### config.mk
export PLATFORM = sky130hd
export DESIGN_NAME = ysyx_22051468_div_unit
export DESIGN_NICKNAME = d
export VERILOG_FILES = /design/src/rtl/ysyx_22051468_div_unit_pkg.sv /design/src/rtl/ysyx_22051468_div_step.sv /design/src/rtl/ysyx_22051468_div_unit.sv
export SDC_FILE = /design/constraint.sdc
export NUM_CORES = 1
export LEC_CHECK = 0
export CORE_ASPECT_RATIO = 1.1
export CORE_UTILIZATION = 40
export CTS_BUF_LIST = sky130_fd_sc_hd__clkbuf_8
export CTS_CLUSTER_DIAMETER = 150
export CTS_CLUSTER_SIZE = 25
export DETAILED_ROUTE_END_ITERATION = 8
export DONT_BUFFER_PORTS = 1
export GPL_TIMING_DRIVEN = 0
export MAX_ROUTING_LAYER = met4
export SYNTH_ARGS = -nofsm -noshare
export SYNTH_HDL_FRONTEND = slang
export SYNTH_SLANG_ARGS = --single-unit
### constraint.sdc
create_clock -name clk -period 11.24 [get_ports clk]
set_clock_uncertainty 0.2 [all_clocks]
set_input_delay 1.686 -clock clk [delete_from_list [all_inputs] [get_ports clk]]
set_output_delay 1.686 -clock clk [all_outputs]
set_load 0.03 [all_outputs]
### src/rtl/ysyx_22051468_div_unit_pkg.sv
// Shared definitions for the iterative divider: datapath width, FSM encoding,
// iteration counts and a word sign-extension helper.
package ysyx_22051468_div_unit_pkg;

    localparam int XLEN = 64;

    typedef enum logic [1:0] {
        IDLE = 2'd0,
        CALC = 2'd1,
        DONE = 2'd2
    } div_state_t;

    localparam logic [6:0] ITER_D = 7'd64;
    localparam logic [6:0] ITER_W = 7'd32;

    function automatic logic [XLEN-1:0] sext32(input logic [31:0] v);
        return {{(XLEN-32){v[31]}}, v};
    endfunction

endpackage

### src/rtl/ysyx_22051468_div_step.sv
// One restoring-division step: shift {rem, quo} left by one, trial-subtract
// the divisor and keep the difference when it does not borrow.
module ysyx_22051468_div_step
    import ysyx_22051468_div_unit_pkg::*;
(
    input  logic [XLEN-1:0] rem,
    input  logic [XLEN-1:0] quo,
    input  logic [XLEN-1:0] divisor,
    output logic [XLEN-1:0] rem_next,
    output logic [XLEN-1:0] quo_next
);

    logic [XLEN:0] shifted;
    logic [XLEN:0] diff;
    logic          fits;

    // One extra bit keeps the shifted remainder exact for full-width divisors;
    // the top bit of the difference is the borrow.
    always_comb begin
        shifted  = {rem, quo[XLEN-1]};
        diff     = shifted - {1'b0, divisor};
        fits     = ~diff[XLEN];
        rem_next = fits ? diff[XLEN-1:0] : shifted[XLEN-1:0];
        quo_next = {quo[XLEN-2:0], fits};
    end

endmodule

### src/rtl/ysyx_22051468_div_unit.sv
// Multi-cycle restoring divider for DIV/DIVU/REM/REMU and their W forms,
// with valid/ready on both sides and a synchronous flush.
module ysyx_22051468_div_unit
    import ysyx_22051468_div_unit_pkg::*;
(
    input  logic            clk,
    input  logic            rst,
    input  logic            flush,
    input  logic            in_valid,
    output logic            in_ready,
    input  logic            is_rem,
    input  logic            is_U,
    input  logic            is_W,
    input  logic [XLEN-1:0] dividend,
    input  logic [XLEN-1:0] divisor,
    output logic            out_valid,
    input  logic            out_ready,
    output logic [XLEN-1:0] result
);

    div_state_t      state;
    logic [6:0]      counter;
    logic [XLEN-1:0] rem_reg, quo_reg, div_reg;
    logic [XLEN-1:0] rem_next, quo_next;
    logic            rem_sel, w_sel, q_neg, r_neg;

    logic [XLEN-1:0] a_ext, b_ext, a_mag, b_mag, min_neg;
    logic [XLEN-1:0] special_r, special_val;
    logic [XLEN-1:0] q_fix, r_fix, sel_val, final_val;
    logic            a_neg, b_neg, div_zero, overflow;

    assign in_ready = (state == IDLE);

    ysyx_22051468_div_step u_step (
        .rem      (rem_reg),
        .quo      (quo_reg),
        .divisor  (div_reg),
        .rem_next (rem_next),
        .quo_next (quo_next)
    );

    // Operand preparation: W operands are narrowed to 32 bits (sign- or
    // zero-extended by signedness) so the magnitude and special-case logic
    // is shared between widths.
    always_comb begin
        a_ext = dividend;
        b_ext = divisor;
        if (is_W) begin
            a_ext = is_U ? {{(XLEN-32){1'b0}}, dividend[31:0]} : sext32(dividend[31:0]);
            b_ext = is_U ? {{(XLEN-32){1'b0}}, divisor[31:0]}  : sext32(divisor[31:0]);
        end
        a_neg       = ~is_U & a_ext[XLEN-1];
        b_neg       = ~is_U & b_ext[XLEN-1];
        a_mag       = a_neg ? -a_ext : a_ext;
        b_mag       = b_neg ? -b_ext : b_ext;
        min_neg     = is_W ? sext32(32'h8000_0000) : {1'b1, {(XLEN-1){1'b0}}};
        div_zero    = (b_ext == '0);
        overflow    = ~is_U & (a_ext == min_neg) & (b_ext == '1);
        special_r   = is_W ? sext32(dividend[31:0]) : dividend;
        if (div_zero)
            special_val = is_rem ? special_r : '1;
        else
            special_val = is_rem ? '0 : special_r;
    end

    // Result of the final step, with sign fix and word sign-extension.
    always_comb begin
        q_fix     = q_neg ? -quo_next : quo_next;
        r_fix     = r_neg ? -rem_next : rem_next;
        sel_val   = rem_sel ? r_fix : q_fix;
        final_val = w_sel ? sext32(sel_val[31:0]) : sel_val;
    end

    // W dividends are placed in the upper half of the quotient register so
    // that 32 shifts bring every dividend bit through the remainder.
    always_ff @(posedge clk or posedge rst) begin
        if (rst) begin
            state     <= IDLE;
            counter   <= '0;
            rem_reg   <= '0;
            quo_reg   <= '0;
            div_reg   <= '0;
            rem_sel   <= 1'b0;
            w_sel     <= 1'b0;
            q_neg     <= 1'b0;
            r_neg     <= 1'b0;
            out_valid <= 1'b0;
            result    <= '0;
        end else if (flush) begin
            state     <= IDLE;
            out_valid <= 1'b0;
        end else begin
            case (state)
                IDLE: begin
                    if (in_valid) begin
                        rem_sel <= is_rem;
                        w_sel   <= is_W;
                        q_neg   <= a_neg ^ b_neg;
                        r_neg   <= a_neg;
                        if (div_zero || overflow) begin
                            result    <= special_val;
                            out_valid <= 1'b1;
                            state     <= DONE;
                        end else begin
                            rem_reg <= '0;
                            quo_reg <= is_W ? (a_mag << 32) : a_mag;
                            div_reg <= b_mag;
                            counter <= is_W ? ITER_W : ITER_D;
                            state   <= CALC;
                        end
                    end
                end
                CALC: begin
                    rem_reg <= rem_next;
                    quo_reg <= quo_next;
                    counter <= counter - 7'd1;
                    if (counter == 7'd1) begin
                        result    <= final_val;
                        out_valid <= 1'b1;
                        state     <= DONE;
                    end
                end
                DONE: begin
                    if (out_ready) begin
                        out_valid <= 1'b0;
                        state     <= IDLE;
                    end
                end
                default: begin
                    out_valid <= 1'b0;
                    state     <= IDLE;
                end
            endcase
        end
    end

endmodule
==> results.md, run 1 <==
* Die Y at 268 um
* Max Freq at 0.100 GHz
* Die Wd at 244 um
* Post-CTS Setup Inserts at 0
* First-pass GRT wire length at 196000 um
* Worst vdd ir at 0.0000867 V
* Outcome: finished clean
* Crit path kind: reg -> reg
* Mux cell area share after synthesis at 2.83%
* Leak at 10.8 nW
* Die footprint at 65600 um2
* Vias at 29200
* Port Buf Inserts at 0
* Largest net degree at the start of global routing at 95
* Tcrit/Tclk final at 88.8%
* Worst setup margin at 1260 ps
* Clock buffers created by TritonCTS at 14
* Final setup violation count at 0
* Initial antenna violation count at 4
* Adder-Cell Fraction of Synth Area at 3.56%
* IO Pins at 202
* Mapped Cells at 3507
* Total wire length at 137000 um
* Worst Tran Pin Value at 1310 ps
* Tot GR Track Use at 42.2%
* Post-route cell area at 27100 um2
* Top_reg_cell synth: dfrtp_1
* Crit path DAT at 10250 ps
* Vias in the first global route at 27400
* Layout Nets at 3733
* Post-synthesis xor/xnor area fraction at 8.11%
* Hold depth at 2
* CP top delay family: compound AO/OA/AOI/OAI gates
* Crit path top cell by count: clkbuf_1
* FFs w/ async S/R, synth at 100%
* Pre-CTS WS at 1780 ps
* Congestion Overflow GR at 0
* Slowest stage delay, CP at 810 ps
* Buf/Inv on CP at 7
* Post-synthesis register bit count at 270
* Most frequent cells in the layout: nand2_1 (409), o21ai_0 (360), nor2_1 (346)
* Worst Setup End Kind: flop
* Row cnt at 97
* Crit path launch: quo_reg[63]
* First-pass DRT Iterations at 6
* Largest family of logic cells by synthesized area: compound AO/OA/AOI/OAI gates
* Flop2flop setup slack at 1260 ps
* Core box area at 63700 um2
* Final hold violations at 0
* Clk buf depth at 3
* RSZ-0062 raised after global routing: no
* RR Startpoint: quo_reg[63]
* Reg2Reg Depth at 26
* Hold Crit Start: div_reg[37]
* Average vias per placed instance at 6.68
* Worst-skew pair later-pin latency at 650 ps
* Simple-gate area share of the yosys netlist at 23.8%
* # hold bufs at CTS at 0
* Synth unique cells at 97
* Layout area overhead at 5.18%
* Worst hold path type: reg -> reg
* Compound-cell area share of the yosys netlist at 30.3%
* Share of layout cells above drive strength 1 at 2.81%
* Cell count along the critical path at 26
* Post-DR wirelength/cell at 31.5 um
* Mapped cell area at 25800 um2
* Antenna Violating Nets Remaining at 0
* Most common cell after layout, fill and taps aside: nand2_1
* Synth warn at 0
* Sequential fraction of the synthesis area at 26.2%
* Post-DP HPWL at 113000 um
* CP required at 11510 ps
* Clock root buffer master: clkbuf_8
* Final Max Tran Viols at 0
* DRC viols at 0
* Minimum clock period at 9980 ps
* DR iter-0 viols at 3554
* Post-synth EDFFs at 0
* Initial Utilization at 40.5%
* H-tree Lvls at 1
* Critical path launch point type: flop
* Mean Syn Cell Area at 7.36 um2
* PostCTS Resize Cnt at 0
* Pwr dens at 176 nW/um2
* Max Cap Viol at 0
* Max-slew headroom at 11.7%
* TritonCTS clock tree: yes
* CTS sink cnt at 270
* RD Place Congestion at 1.08
* CTS clock-pin slew for the worst setup and hold paths at 180 ps
* Syn Nets at 3715
* Slowest cell on crit path: clkbuf_1
* RR Endpoint: result[62]
* Critical Path End: result[62]
* Crit path max fanout at 10
* Placed inst area at 26900 um2
==> how the worst min path moves through the flow <==
stage,to
after floorplan,div_reg[42]
after global placement,div_reg[35]
after detailed placement,div_reg[48]
after CTS,div_reg[40]
after global routing,div_reg[49]
final,div_reg[37]
==> Yosys cell counts (12+ instances only) <==
master    count  area [um2]
xnor2_1     122        1070
a21oi_1     294        1470
nor4_1       47         294
a22oi_1      12        90.1
and2_1       37         231
a221o_1      25         250
dfrtp_1     270        6760
or3_1        51         319
a211oi_1     68         510
or2_2        13        81.3
and3_1       24         150
nand4_1      57         357
nand2_1     409        1540
and4_1       14         123
nor3_1      111         556
a211o_1      12         105
clkbuf_1    194         728
nand2b_1     25         156
a31oi_1      45         282
a221oi_1     17         149
o21a_1       25         188
a22o_1       16         140
a21boi_0     18         135
nand3_1      50         250
mux2_2       15         169
nor2_1      346        1300
a222oi_1     12         120
o31ai_1      88         661
o211ai_1     30         225
inv_1       127         477
a21o_1       31         233
mux2i_1      56         561
o41ai_1      27         236
nor2b_1      16         100
xor2_1      117        1020
o21ai_0     360        1800
buf_2        18        90.1
or4_1        32         240
o22ai_1      15        93.8
ha_1         71         888
==> worst min-delay path, delay by kind of cell (launching register included) <==
family,cells,cell delay [ps]
flops,1,370
compound gates,1,60
simple gates,1,50
==> cells by family after synthesis <==
| kind of cell | Yosys count |
|---|---|
| compound gates | 1219 |
| xor+xnor | 239 |
| fa+ha+maj | 73 |
| buf+inv | 353 |
| flops | 270 |
| mux | 71 |
| simple gates | 1282 |
==> final cells by class <==
cell class,instances,area (um2)
plain buffers,224,867
inverters,129,492
well taps,841,1050
diodes,4,10.0
clock inverters,2,16.3
fillers,6897,36600
flip-flops and latches,270,6760
repair buffers,2,55.1
clock buffers,14,193
multi-input cells,2884,17700
==> routing by layer <==
layer | vias to the layer above | GRT usage, % | part of all wire, %
met4 | 0 | 32.7 | 9.6
li1 | 13000 | - | -
met3 | 470 | 7.17 | 8.7
met5 | - | - | 0
met2 | 1714 | 63.3 | 43
met1 | 14000 | 50.6 | 39
==> power breakdown <==
group,switching (mW),internal (mW),leakage [nW]
logic,1.75,0.781,7.20
clock network,0.358,0.118,0.105
registers,0.540,1.24,3.45
total,2.64,2.14,10.8
==> per-stage QoR <==
step                      total power [mW]  utilization (%)  TNS [ps]  std cells  hold WS, ps
after floorplan                       3.27                -         0       3507          249
after global placement                4.21             42.2   -457650       4348          264
after detailed placement              4.21             42.3         0       4350          271
after CTS                             4.68             42.6         0       4366          304
after global routing                  4.98             42.6         0       4370          326
final                                 4.78             42.6         0       4370          300
Power figures use the tool's default switching activity.
==> run 2, diff against run 1 <==
--- a/config.mk
+++ b/config.mk
@@ -5,6 +5,7 @@
 export SDC_FILE = /design/constraint.sdc
 export NUM_CORES = 1
 export LEC_CHECK = 0
+export ABC_CLOCK_PERIOD_IN_PS = 11240
 export CORE_ASPECT_RATIO = 1.1
 export CORE_UTILIZATION = 40
 export CTS_BUF_LIST = sky130_fd_sc_hd__clkbuf_8
@@ -14,6 +15,8 @@
 export DONT_BUFFER_PORTS = 1
 export GPL_TIMING_DRIVEN = 0
 export MAX_ROUTING_LAYER = met4
+export RECOVER_POWER = 50
+export REMOVE_ABC_BUFFERS = 1
 export SYNTH_ARGS = -nofsm -noshare
 export SYNTH_HDL_FRONTEND = slang
 export SYNTH_SLANG_ARGS = --single-unit
==> results.md, run 2 (synthesis results as in run 1) <==
* Psw at 2.27 mW (-14%)
* Tot GR Track Use at 30.8% (-11 points)
* Worst hold path type: reg -> reg
* Cell internal pwr at 2.15 mW (+0.60%)
* Average vias per placed instance at 6.41 (-3.9%)
* Post-DP HPWL at 77900 um (-31%)
* First-pass DRT Iterations at 7 (+1)
* CTS clock-pin slew for the worst setup and hold paths at 170 ps (about the same)
* Max Freq at 0.117 GHz (+17%)
* Die Y at 268 um (unchanged)
* PostCTS Resize Cnt at 0 (unchanged)
* IO Pins at 202 (unchanged)
* Final Max Tran Viols at 155 (+155)
* Layout Nets at 3534 (-5.3%)
* Layout area overhead at 3.91%
* Worst-skew pair later-pin latency at 620 ps (-30 ps)
* Minimum clock period at 8560 ps (-1420 ps)
* Leak at 10.7 nW (-0.88%)
* Die Wd at 244 um (unchanged)
* Most frequent cells in the layout: nand2_1 (405), o21ai_0 (359), nor2_1 (343)
* Share of layout cells above drive strength 1 at 3.61% (+0.80 points)
* Hold depth at 2 (unchanged)
* Hold Crit Start: div_reg[62]
* Clock buffers created by TritonCTS at 14 (unchanged)
* Reg2Reg Depth at 24 (-7.7%)
* Flop pwr share at 40.6% (+3.4 points)
* Crit path kind: reg -> reg
* Final hold violations at 0 (unchanged)
* Vias in the first global route at 24700 (-9.9%)
* Row cnt at 97 (unchanged)
* Congestion Overflow GR at 0 (unchanged)
* DR iter-0 viols at 3196 (-10%)
* Most common cell after layout, fill and taps aside: nand2_1
* RR Endpoint: result[62]
* Flop2flop setup slack at 2680 ps (+1420 ps)
* Die footprint at 65600 um2 (unchanged)
* Post-CTS Setup Inserts at 0 (unchanged)
* DRC viols at 0 (unchanged)
* CP required at 11530 ps (+20 ps)
* Initial antenna violation count at 2 (-2)
* Hold Path Sink: div_reg[62]
* Total wire length at 101000 um (-27%)
* Port Buf Inserts at 0 (unchanged)
* Worst Tran Pin Value at 4070 ps (+2760 ps)
* Tcrit/Tclk final at 76.1% (-13 points)
* Max-slew headroom at -171% (-180 points)
* Critical path launch point type: flop
* Clk buf depth at 3 (unchanged)
* Final design utilization at 42.1% (-0.51 points)
* Worst setup margin at 2680 ps (+1420 ps)
* RR Startpoint: rem_reg[40]
* Core box area at 63700 um2 (unchanged)
* H-tree Lvls at 1 (unchanged)
* Clock root buffer master: clkbuf_8
* Initial Utilization at 40.5% (unchanged)
* Crit path DAT at 8850 ps (-1400 ps)
* Outcome: finished, violations left
* Final Power at 4.42 mW (-7.6%)
* Failing checks: capacitance limit, slew limit
* RD Place Congestion at 1.02 (-5.9%)
* Sw frac at 51.3% (-4.0 points)
* Antenna Violating Nets Remaining at 0 (unchanged)
* Max Cap Viol at 2 (+2)
* Pre-CTS WS at 2930 ps (+1150 ps)
* Worst Setup End Kind: flop
* Post-DR wirelength/cell at 24.2 um (-23%)
* TritonCTS clock tree: yes
* CTS sink cnt at 270 (unchanged)
* Worst vdd ir at 0.0000897 V (+3.5%)
* Filler instances at 6673 (-3.2%)
* # hold bufs at CTS at 0 (unchanged)
* Largest net degree at the start of global routing at 119 (+25%)
* Final setup violation count at 0 (unchanged)
* Pwr dens at 165 nW/um2 (-6.5%)
* First-pass GRT wire length at 153000 um (-22%)
* Comb pwr share at 48.7% (-4.1 points)
* Vias at 26800 (-8.3%)
* Clock power frac at 10.7% (+0.8 points)
* Crit path max fanout at 86 (+76)
* RSZ-0062 raised after global routing: no
-- run 2: final cells by class --
class | count | area [um2] | share of cell area (%)
multi-input combinational | 2884 | 17800 | 66.3
clock inverter | 3 | 15.0 | 0.0560
clock buffer | 15 | 206 | 0.770
tap | 841 | 1050 | 3.92
timing repair buffer | 27 | 513 | 1.91
antenna | 2 | 5.00 | 0.0187
sequential | 270 | 6760 | 25.2
inverter | 129 | 488 | 1.82
-- run 2: worst max path at each step --
| stage | start | slack (ps) | to |
|---|---|---|---|
| CTS | rem_reg[40] | 2890 | result[62] |
| detailed placement | rem_reg[40] | 2930 | result[62] |
| global placement | rem_reg[40] | -5390 | result[62] |
| floorplan | quo_reg[63] | -160 | result[62] |
| finish | rem_reg[40] | 2680 | result[62] |
| global route | rem_reg[40] | 2480 | result[62] |
-- run 2: metal layers --
metal	global-route usage (%)	part of all wire, %
met1	37.4	40
met2	49.9	47
met3	5.35	7.5
met4	14.3	5.2
met5	-	0
-- run 2: through the flow --
| stage | hold WS (ps) | cells | cell area, um2 | setup TNS (ps) |
|---|---|---|---|---|
| finish | 300 | 4171 | 26800 | 0 |
| global route | 320 | 4171 | 26800 | 0 |
| global placement | 263 | 4124 | 26000 | -859590 |
| CTS | 303 | 4169 | 26800 | 0 |
| detailed placement | 268 | 4151 | 26600 | 0 |
| floorplan | 249 | 3283 | 24900 | -313 |
-- run 2: power by group through the flow --
stage,Clock [mW],Combinational [mW],Sequential [mW]
2_1_floorplan,0,1.52,1.71
3_3_place_gp,0,2.05,1.85
3_5_place_dp,0,2.11,1.81
4_1_cts,0.486,2.12,1.79
5_1_grt,0.515,2.37,1.84
6_report,0.473,2.15,1.80
-- run 2: critical path, stage by stage, from the launching register on --
cell and delay, ps:
dfrtp_1 490, ha_1 540, nand4_1 380, nor4_2 460, nand3_1 120, a211o_1 420, and3_1 300, a211oi_4 620
buf_16 240, buf_8 180, buf_8 200, buf_8 220, buf_8 210, inv_4 310, a21oi_1 400, ha_1 220
inv_1 80, a211oi_1 440, and4_1 270, nand4_1 210, o31ai_1 450, or4b_1 630, o41a_1 470, xnor2_1 230
o211ai_1 110
